$ cat src/rtl/signed_mult_seq_if.sv
// signed_mult_seq_if
// Bundles the handshake and data signals of the sequential multiplier so
// that producer and multiplier share one port list.
//   i_enable      : global clock-enable, low freezes every register in the unit
//   i_start       : operation request, sampled only while the unit is idle
//   i_signed_mode : 1 = operands are two's complement, 0 = unsigned
//   i_a, i_b      : W-bit multiplicand / multiplier, latched on acceptance
//   o_busy        : high while an operation is in flight
//   o_done        : one-cycle pulse when a new product is on o_q
//   o_q           : 2W-bit product, held until the next o_done
// Modports: master drives the requests (producer side), slave is the multiplier.
interface signed_mult_seq_if #(
  parameter int W = 8
);
  logic           i_enable;
  logic           i_start;
  logic           i_signed_mode;
  logic [W-1:0]   i_a;
  logic [W-1:0]   i_b;
  logic           o_busy;
  logic           o_done;
  logic [2*W-1:0] o_q;

  modport master (
    output i_enable, i_start, i_signed_mode, i_a, i_b,
    input  o_busy, o_done, o_q
  );

  modport slave (
    input  i_enable, i_start, i_signed_mode, i_a, i_b,
    output o_busy, o_done, o_q
  );
endinterface

$ cat src/rtl/signed_mult_seq.sv
// signed_mult_seq
// W x W sequential shift-add multiplier with a start/done handshake and a
// run-time signed/unsigned mode. Operands are converted to magnitudes on
// acceptance, multiplied unsigned over exactly W enabled cycles with a single
// 2W-bit adder, and the sign is applied in a final fix-up cycle.
// Latency: start accepted at edge E0, product and done visible after E(W+1).
// Ports:
//   i_clk : system clock, rising-edge active
//   i_rst : asynchronous active-high reset, aborts any operation in flight
//   bus   : signed_mult_seq_if slave modport (enable, start, mode, a, b,
//           busy, done, q)
module signed_mult_seq #(
  parameter int W = 8
) (
  input  logic             i_clk,
  input  logic             i_rst,
  signed_mult_seq_if.slave bus
);

  localparam int CW = $clog2(W);
  localparam int PW = 2 * W;

  typedef enum logic [1:0] {
    S_IDLE,
    S_RUN,
    S_FIX
  } state_t;

  state_t          r_state;
  logic [CW-1:0]   r_cnt;
  logic [W-1:0]    r_ma;
  logic [W-1:0]    r_mb;
  logic            r_neg;
  logic [PW-1:0]   r_acc;
  logic [PW-1:0]   r_q;
  logic            r_done;

  logic [PW-1:0]   w_addend;
  logic [W-1:0]    w_mag_a;
  logic [W-1:0]    w_mag_b;
  logic            w_last;

  // Magnitude of the most negative value is 2^(W-1), which still fits in W
  // unsigned bits, so the plain two's complement negate never overflows here.
  assign w_mag_a = (bus.i_signed_mode && bus.i_a[W-1]) ? (~bus.i_a + W'(1)) : bus.i_a;
  assign w_mag_b = (bus.i_signed_mode && bus.i_b[W-1]) ? (~bus.i_b + W'(1)) : bus.i_b;

  // Partial product for the current multiplier bit, aligned to its weight.
  assign w_addend = {{W{1'b0}}, r_ma} << r_cnt;
  assign w_last   = (r_cnt == CW'(W - 1));

  assign bus.o_busy = (r_state != S_IDLE);
  assign bus.o_done = r_done;
  assign bus.o_q    = r_q;

  // Whole controller and datapath in one block; enable low freezes all of it,
  // including a pending done pulse.
  always_ff @(posedge i_clk or posedge i_rst) begin
    if (i_rst) begin
      r_state <= S_IDLE;
      r_cnt   <= '0;
      r_ma    <= '0;
      r_mb    <= '0;
      r_neg   <= 1'b0;
      r_acc   <= '0;
      r_q     <= '0;
      r_done  <= 1'b0;
    end else if (bus.i_enable) begin
      r_done <= 1'b0;
      case (r_state)
        S_IDLE: begin
          if (bus.i_start) begin
            r_ma    <= w_mag_a;
            r_mb    <= w_mag_b;
            r_neg   <= bus.i_signed_mode & (bus.i_a[W-1] ^ bus.i_b[W-1]);
            r_acc   <= '0;
            r_cnt   <= '0;
            r_state <= S_RUN;
          end
        end
        // Fixed W iterations, no early exit, so latency is data independent.
        S_RUN: begin
          if (r_mb[r_cnt]) begin
            r_acc <= r_acc + w_addend;
          end
          if (w_last) begin
            r_cnt   <= '0;
            r_state <= S_FIX;
          end else begin
            r_cnt <= r_cnt + CW'(1);
          end
        end
        // A zero magnitude negates to zero, so neg needs no special case.
        S_FIX: begin
          r_q     <= r_neg ? (~r_acc + PW'(1)) : r_acc;
          r_done  <= 1'b1;
          r_state <= S_IDLE;
        end
        default: begin
          r_state <= S_IDLE;
        end
      endcase
    end
  end

endmodule
$ cat src/flat_wrapper.sv
// flat-port wrapper written by rule: the top's interface ports become plain ports
module signed_mult_seq_flat 
#(
  parameter int W = 8
)
  (i_clk, i_rst, bus_i_enable, bus_i_start, bus_i_signed_mode, bus_i_a, bus_i_b, bus_o_busy, bus_o_done, bus_o_q);
  signed_mult_seq_if #(.W(W)) bus_i ();
  input  logic i_clk;
  input  logic i_rst;
  input wire logic [$bits(bus_i.i_enable)-1:0] bus_i_enable;
  input wire logic [$bits(bus_i.i_start)-1:0] bus_i_start;
  input wire logic [$bits(bus_i.i_signed_mode)-1:0] bus_i_signed_mode;
  input wire logic [$bits(bus_i.i_a)-1:0] bus_i_a;
  input wire logic [$bits(bus_i.i_b)-1:0] bus_i_b;
  output wire logic [$bits(bus_i.o_busy)-1:0] bus_o_busy;
  output wire logic [$bits(bus_i.o_done)-1:0] bus_o_done;
  output wire logic [$bits(bus_i.o_q)-1:0] bus_o_q;
  assign bus_i.i_enable = bus_i_enable;
  assign bus_i.i_start = bus_i_start;
  assign bus_i.i_signed_mode = bus_i_signed_mode;
  assign bus_i.i_a = bus_i_a;
  assign bus_i.i_b = bus_i_b;
  assign bus_o_busy = bus_i.o_busy;
  assign bus_o_done = bus_i.o_done;
  assign bus_o_q = bus_i.o_q;
  signed_mult_seq #(.W(W)) u_core (.i_clk(i_clk), .i_rst(i_rst), .bus(bus_i));
endmodule
$ cat config.mk
export PLATFORM = sky130hd
export DESIGN_NAME = signed_mult_seq_flat
export DESIGN_NICKNAME = d
export VERILOG_FILES = /design/src/rtl/signed_mult_seq_if.sv /design/src/rtl/signed_mult_seq.sv /design/src/flat_wrapper.sv
export SDC_FILE = /design/constraint.sdc
export NUM_CORES = 1
export LEC_CHECK = 0
export ABC_AREA = 1
export CAP_MARGIN = 5
export CORE_AREA = 2 2 86 88
export CTS_CLUSTER_DIAMETER = 30
export DETAILED_ROUTE_END_ITERATION = 12
export DIE_AREA = 0 0 88 90
export PLACE_DENSITY_LB_ADDON = 0.12
export REMOVE_ABC_BUFFERS = 1
export SLEW_MARGIN = 20
export SYNTH_ARGS = -nofsm -noshare
export SYNTH_HDL_FRONTEND = slang
export SYNTH_SLANG_ARGS = --single-unit
export TNS_END_PERCENT = 50
$ cat constraint.sdc
create_clock -name i_clk -period 2.8 [get_ports i_clk]
set_input_delay 0.56 -clock i_clk [delete_from_list [all_inputs] [get_ports i_clk]]
set_output_delay 0.56 -clock i_clk [all_outputs]
set_load 0.03 [all_outputs]
==> out/metrics.yaml, run 1 <==
status: "finished, final reports clean"
slew_viol_final: 0
worstHoldStart: "u_core.bus.o_q[13]"
worstHoldPathType: "reg2reg"
io_pins: 39
rows: 31
drc_errors: 0
power_density_nw_per_um2: 983
clockBufferDepth: 2
track_usage_pct: 24.7
critical_path_class: "reg2reg"
die_w_microns: 88
drtIter0Drc: 163
numClockSinks: 55
die_area_sq_um: 7920
final.min_clock_period_ns: 2.50
synth_top_cell_by_area: "dfrtp_1"
core_sq_um: 7020
grt_first_pass_wirelength_microns: 15800
place_inst: 726
peakVddDrop_mv: 0.376
multi_input_area_sq_um: 2250
path_max_fanout: 15
root_buffer: "clkbuf_8"
hold_violations: 0
dp_hpwl_microns: 7060
whs_ns: 0.483
area_growth_syn_to_layout_pct: 14.6
end_kind: "register"
whs_endpoint: "u_core.bus.o_q[13]"
worstMarginPinSlew_ns: 0.639
port_buffers: 38
routabilityCongestion: 0.923
min_path_cells: 2
syn_inst: 599
synth_area_per_cell_sq_um: 6.65
grt_antenna_before_repair: 0
vias_per_cell: 5.12
slew_headroom_pct: 57.3
synth.distinct_cells: 31
globalRoute.totalOverflow: 0
firstDrtPassIters: 5
final_cell_count_no_fill: 733
worstSkewPairLatency_ns: 0.31
dp_slack_ns: 0.292
grt_max_degree: 35
setup_viol: 0
path_clk_slew_ns: 0.10
timing.fmax_mhz: 399
finalWorstSetupSlack_ns: 0.296
setup_tns_ns: 0
reg2regPathDepth: 15
drive_gt1_share_pct: 3.94
num-fill-cells: 651
rr_startpoint: "u_core.r_cnt[0]"
worstPathArrival_ns: 2.71
yosysTopAreaCellShare_pct: 34.5
initial_core_util_pct: 56.8
fin_crit_sh_pct: 89.4
seq_area_sq_um: 1380
grt_setup_unrepaired: "false"
netlist_area_sq_um: 3990
wl_microns: 9020
rrSetupSlack_ns: 0.30
crit_required_ns: 3.01
cts_tree: "built"
reg2reg_to: "u_core.r_acc[14]"
die_h_microns: 90
routedWlPerCell_microns: 12.3
synth_area_leaders: "dfrtp_1, nand2_1, inv_1, o21ai_0, ha_1"
maxCapViolCount: 0
ant_nets: 0
num_antenna_cells: 0
cp-start-kind: "register"
synth.yosys.seq_area_share_pct: 34.5
p_leak_nw: 2.41
yosys_register_bits: 55
dr_total_vias: 3751
fin_nets: 676
htreeDepth: 2
grt_pass1_vias: 3572
cts_made_buffers: 5
fin_skew_ns: 0.0103
synth_warnings: 0
## how the worst max path moves through the flow
stage / startpoint / to / slack (ns) / depth (start not counted)
3_3_place_gp: u_core.r_cnt[0] / u_core.r_acc[10] / 0.34 / 15
3_5_place_dp: u_core.r_cnt[1] / u_core.r_acc[10] / 0.29 / 14
6_report: u_core.r_cnt[0] / u_core.r_acc[14] / 0.30 / 15
4_1_cts: u_core.r_cnt[1] / u_core.r_acc[14] / 0.27 / 14
5_1_grt: u_core.r_cnt[1] / u_core.r_acc[14] / 0.04 / 14
2_1_floorplan: u_core.r_cnt[0] / u_core.r_acc[13] / 0.51 / 15
## critical path, stage by stage, from the launching register on
cell and delay [ns]:
dfrtp_1 0.40, buf_4 0.19, o21ai_0 0.27, mux2i_1 0.14, o21ai_0 0.24, ha_1 0.32, nand2_1 0.12, inv_1 0.07
a21oi_1 0.14, nand2_1 0.14, nand2_1 0.11, nand2_1 0.05, nand2_1 0.06, nand2_1 0.05, nand2_1 0.06, nand2_1 0.04
## Yosys cell counts
cell type  instances
a21oi_1           13
o21ai_0           53
buf_1              2
buf_2              5
inv_2              2
clkbuf_1           6
dfrtp_1           55
mux2i_1            3
a22oi_1            1
o21ai_1            2
or2_2              4
nor3_1             6
nor4_1             1
nor2_1            39
inv_1             74
xnor2_1            7
nand3_2            1
xor2_1            15
o21ai_2            1
nand2_1          227
buf_6              2
a31oi_1            3
nand3_1           43
a21oi_2            1
nand4_1            4
nand2_2            2
fa_1               1
nor3_2             1
nand3b_1           4
ha_1              20
o31ai_1            1
## state kept, by name, indices dropped and copies added, names as in the netlist
register / flops
u_core.bus.o_q: 16
u_core.r_acc: 16
u_core.r_ma: 8
u_core.r_mb: 8
u_core.r_cnt: 3
u_core.r_state: 2
u_core.bus.o_done: 1
u_core.r_neg: 1
## metrics by stage
stage | power (W) | cell area [sq um] | utilization (%)
global route | 0.00496 | 4570 | 65.1
floorplan | 0.00322 | 3910 | -
detailed placement | 0.00398 | 4460 | 63.6
finish | 0.00449 | 4570 | 65.1
global placement | 0.00390 | 4460 | 63.6
CTS | 0.00451 | 4570 | 65.0
## layer usage
| metal | global-route usage, % | part of all wire, % | up-vias |
|---|---|---|---|
| met1 | 30.6 | 44 | 1670 |
| met5 | 0 | 0 | - |
| met2 | 43.4 | 49 | 101 |
| li1 | - | - | 1961 |
| met4 | 8.21 | 2.6 | 0 |
| met3 | 3.31 | 4.1 | 19 |
## where the power goes
group	total (W)	internal (W)	switching, W
combinational	0.00258	0.000979	0.00161
sequential	0.00139	0.00109	0.000291
clock	0.000520	0.000263	0.000257
total	0.00449	0.00234	0.00215
## cell families (layout without fill, tap and decap cells)
family	count (synthesis)	after routing	synth area share, %
AND/OR/NAND/NOR	332	332	34.2
buffers and inverters	91	126	9.10
AO/OA/AOI/OAI	75	75	9.82
flip-flops	55	55	34.5
XOR/XNOR	22	22	4.83
adder cells (fa/ha/maj)	21	21	6.78
multiplexers	3	3	0.753
## final cells by class
| type | count | area share [%] |
|---|---|---|
| multi-input combinational | 453 | 49.2 |
| sequential | 55 | 30.2 |
| timing repair buffer | 43 | 9.42 |
| inverter | 76 | 6.25 |
| tap | 99 | 2.71 |
| clock buffer | 6 | 1.59 |
| clock inverter | 1 | 0.658 |
## timing repair
| item | in CTS | in global routing |
|---|---|---|
| hold endpoints to repair | 0 | 0 |
| buffers inserted | 0 | 0 |
| endpoints found under the setup margin | 0 | 3 |
| resized for setup | 0 | 1 |
| hold buffers | 0 | 0 |
## cell usage in the layout, fill, tap and decap left out
| master | netlist | routed |
|---|---|---|
| nand2_1 | 227 | 227 |
| inv_1 | 74 | 73 |
| dfrtp_1 | 55 | 54 |
| o21ai_0 | 53 | 53 |
| nand3_1 | 43 | 43 |
| nor2_1 | 39 | 39 |
| clkdlybuf4s50_1 | 0 | 38 |
| ha_1 | 20 | 20 |
| xor2_1 | 15 | 15 |
| a21oi_1 | 13 | 13 |
| xnor2_1 | 7 | 7 |
| nor3_1 | 6 | 6 |
| clkbuf_8 | 0 | 5 |
| or2_2 | 4 | 4 |
| nand3b_1 | 4 | 4 |
| nand4_1 | 4 | 4 |
| buf_4 | 0 | 4 |
| inv_2 | 2 | 3 |
| a31oi_1 | 3 | 3 |
| mux2i_1 | 3 | 3 |
| nand2_2 | 2 | 2 |
| o21ai_1 | 2 | 2 |
| o21ai_2 | 1 | 1 |
| nor3_2 | 1 | 1 |
| a21oi_2 | 1 | 1 |
| nand3_2 | 1 | 1 |
| nor4_1 | 1 | 1 |
| o31ai_1 | 1 | 1 |
| a22oi_1 | 1 | 1 |
| fa_1 | 1 | 1 |
| bufinv_16 | 0 | 1 |
| clkbuf_1 | 6 | 1 |
| buf_12 | 0 | 1 |
| dfrtp_2 | 0 | 1 |
Note: power is estimated with default switching activity, not from simulation.
==> run 2, diff against run 1 <==
Settings changed: SLEW_MARGIN 20 to not set.
==> results of run 2 <==
Final layout, timing and power as in run 1 (identical DEF).
==> run 3, diff against run 2 <==
Settings changed: ABC_AREA 1 to 0, CORE_AREA 2 2 86 88 to 4 4 86 88, DIE_AREA 0 0 88 90 to 0 0 90 92.
==> run 3 against run 2 <==
  * Routed wire length decreased by 0.53%
  * Power rose by 22%
  * Clock-buffer cell count down 1
  * Non-clock buffer count rose by 23
  * Clock power rose by 7.1%
  * Via count shrank 11%
  * Register-to-register slack lost 0.21 ns
  * Clock skew about the same
  * Synthesized cell count decreased by 28%
  * Die area grew 4.5%
  * Synthesized area is 5.2% lower
  * Highest routed layer unchanged
  * Critical path depth fell by 6
==> out/metrics.yaml, run 3 <==
core_sq_um: 6640
maxCapViolCount: 0
cp-start-kind: "register"
power_frac_comb_pct: 63.7
ctsHoldBuffers: 0
slew_headroom_pct: 63.0
synth_area_per_cell_sq_um: 8.78
netlist_area_sq_um: 3780
grt_setup_unrepaired: "true"
grt_max_degree: 34
wl_microns: 8970
hold_violations: 0
power_density_nw_per_um2: 1190
finalWorstSetupSlack_ns: 0.0818
vias_per_cell: 5.90
whs_ns: 0.487
synth.distinct_cells: 58
utilization_pct: 69.0
synth_common_cells: "dfrtp_1, nand2_1, a21oi_1, nor2_1"
synthArstFlopShare_pct: 100
fin_nets: 527
intPower_w: 0.00293
worstSkewPairLatency_ns: 0.32
synth_ff_type: "dfrtp_1"
path_clk_slew_ns: 0.11
cts_made_buffers: 5
dp_slack_ns: -0.0625
routedWlPerCell_microns: 15.9
worstPathArrival_ns: 2.93
cts_tree: "built"
port_buffers: 38
die_area_sq_um: 8280
yosys_register_bits: 55
syn_inst: 430
synth_top_cell_by_area: "dfrtp_1"
startpoint: "u_core.r_cnt[1]"
end_kind: "register"
yosys.cell_count.top_type: "dfrtp_1"
root_buffer: "clkbuf_8"
synthMuxAreaShare_pct: 6.79
synth_warnings: 0
layout_common_cells: "nand2_1, dfrtp_1, clkdlybuf4s50_1, nor2_1, a21oi_1"
fin_crit_sh_pct: 97.1
synth-simple-area-share_pct: 16.7
setup_viol: 0
worstHoldStart: "u_core.bus.o_q[7]"
fin_skew_ns: 0.0101
synth_top_family_by_area: "compound AO/OA/AOI/OAI gates"
swShare_pct: 46.4
timing.fmax_mhz: 368
dp_hpwl_microns: 7000
track_usage_pct: 21.7
io_pins: 39
firstDrtPassIters: 4
num_antenna_cells: 0
power_switching_w: 0.00253
synth_xor_area_share_pct: 6.72
crit_required_ns: 3.01
die_h_microns: 92
worstHoldPathType: "reg2reg"
synth_compound_area_share_pct: 21.6
htreeDepth: 2
routabilityCongestion: 0.858
die_w_microns: 90
worstMarginPinSlew_ns: 0.554
final.min_clock_period_ns: 2.72
drc_errors: 0
peakVddDrop_mv: 0.571
grt_antenna_before_repair: 0
yosysTopAreaCellShare_pct: 36.4
synth_edf_count: 0
slew_viol_final: 0
area_growth_syn_to_layout_pct: 21.4
globalRoute.totalOverflow: 0
synth.yosys.seq_area_share_pct: 36.4
drive_gt1_share_pct: 14.6
synth-adder-area-share_pct: 7.15
drtIter0Drc: 136
initial_core_util_pct: 56.9
rows: 30
clockBufferDepth: 2
p_leak_nw: 1.96
ant_nets: 0
grt_pass1_vias: 3178
rr_startpoint: "u_core.r_cnt[1]"
num-fill-cells: 525
layout_commonest_cell: "nand2_1"
status: "finished, final reports clean"
synth_area_leaders: "dfrtp_1, ha_1, nand2_1, a21oi_1, xor2_1"
p_clk_share_pct: 10.2
grt_first_pass_wirelength_microns: 14700
dr_total_vias: 3340
pwr-share-seq_pct: 26.2
critical_path_class: "reg2reg"
path_max_fanout: 6
numClockSinks: 55
## run 3: changes by cell type in the layout (fill, tap and decap cells not counted), moves of 20 or more
cell | before | now
buf_4 | 4 | 26
o21ai_1 | 2 | 22
nand3_1 | 43 | 17
inv_1 | 73 | 20
nand2_1 | 227 | 54
o21ai_0 | 53 | 17
## run 3: worst paths after layout
| path | endpoint | slack (ns) | cells after the start |
|---|---|---|---|
| hold / removal | u_core.bus.o_q[7] | 0.49 | 2 |
| min in group asynchronous | u_core.r_cnt[2] | 0.60 | 2 |
| max in group asynchronous | u_core.r_acc[8] | 1.64 | 3 |
| setup reg to reg | u_core.r_acc[14] | 0.08 | 9 |
| hold reg to reg | u_core.bus.o_q[7] | 0.49 | 2 |
| setup / recovery | u_core.r_acc[14] | 0.08 | 9 |
## run 3: what timing repair did
item	4_1_cts	5_1_grt
resized for setup	2	24
pin swaps	0	4
setup buffers	0	1
setup endpoints to repair	3	8
## run 3: final cells by class
cell class | instances | area, sq um | area share [%]
multi-input cells | 334 | 2290 | 50.0
flip-flops and latches | 55 | 1380 | 30.1
repair buffers | 66 | 607 | 13.2
well taps | 80 | 100 | 2.18
inverters | 23 | 90.1 | 1.97
clock buffers | 5 | 68.8 | 1.50
clock inverters | 3 | 46.3 | 1.01
## run 3: per-layer routing
| layer | vias up | part of all wire (%) | track usage, % |
|---|---|---|---|
| met2 | 65 | 51 | 40.4 |
| li1 | 1658 | - | - |
| met3 | 10 | 3.6 | 2.87 |
| met1 | 1607 | 43 | 26.1 |
| met4 | 0 | 1.5 | 6.51 |
| met5 | - | 0 | 0 |
## run 3: through the flow
step / total power (W) / area (sq um) / std cells / TNS, ns
4_1_cts: 0.00530 / 4510 / 565 / 0
6_report: 0.00547 / 4580 / 566 / 0
2_1_floorplan: 0.00362 / 3690 / 412 / -0.0192
3_3_place_gp: 0.00460 / 4380 / 557 / 0
3_5_place_dp: 0.00470 / 4380 / 557 / -0.0625
5_1_grt: 0.00589 / 4580 / 566 / -0.0437
## run 3: critical path, stage by stage, from the launching register on
cell and delay [ns]:
dfrtp_2 0.47, buf_4 0.16, mux2i_1 0.12, mux2_2 0.29, mux2i_1 0.17, ha_1 0.27, a211o_1 0.31, o311ai_4 0.38
o21ai_1 0.12, a221o_1 0.30
## run 3: cells by family (layout without fill, tap and decap cells)
group | count (synthesis) | after routing
AO/OA/AOI/OAI | 126 | 126
XOR/XNOR | 29 | 29
adder cells (fa/ha/maj) | 21 | 21
buffers and inverters | 41 | 97
flip-flops | 55 | 55
multiplexers | 21 | 21
AND/OR/NAND/NOR | 137 | 137
## run 3: power by group through the flow
| stage | logic (W) | clock network (W) | registers [W] |
|---|---|---|---|
| CTS | 0.00332 | 0.000567 | 0.00142 |
| detailed placement | 0.00327 | 0 | 0.00144 |
| finish | 0.00348 | 0.000557 | 0.00143 |
| global placement | 0.00319 | 0 | 0.00142 |
| global route | 0.00381 | 0.000607 | 0.00147 |
| floorplan | 0.00221 | 0 | 0.00142 |
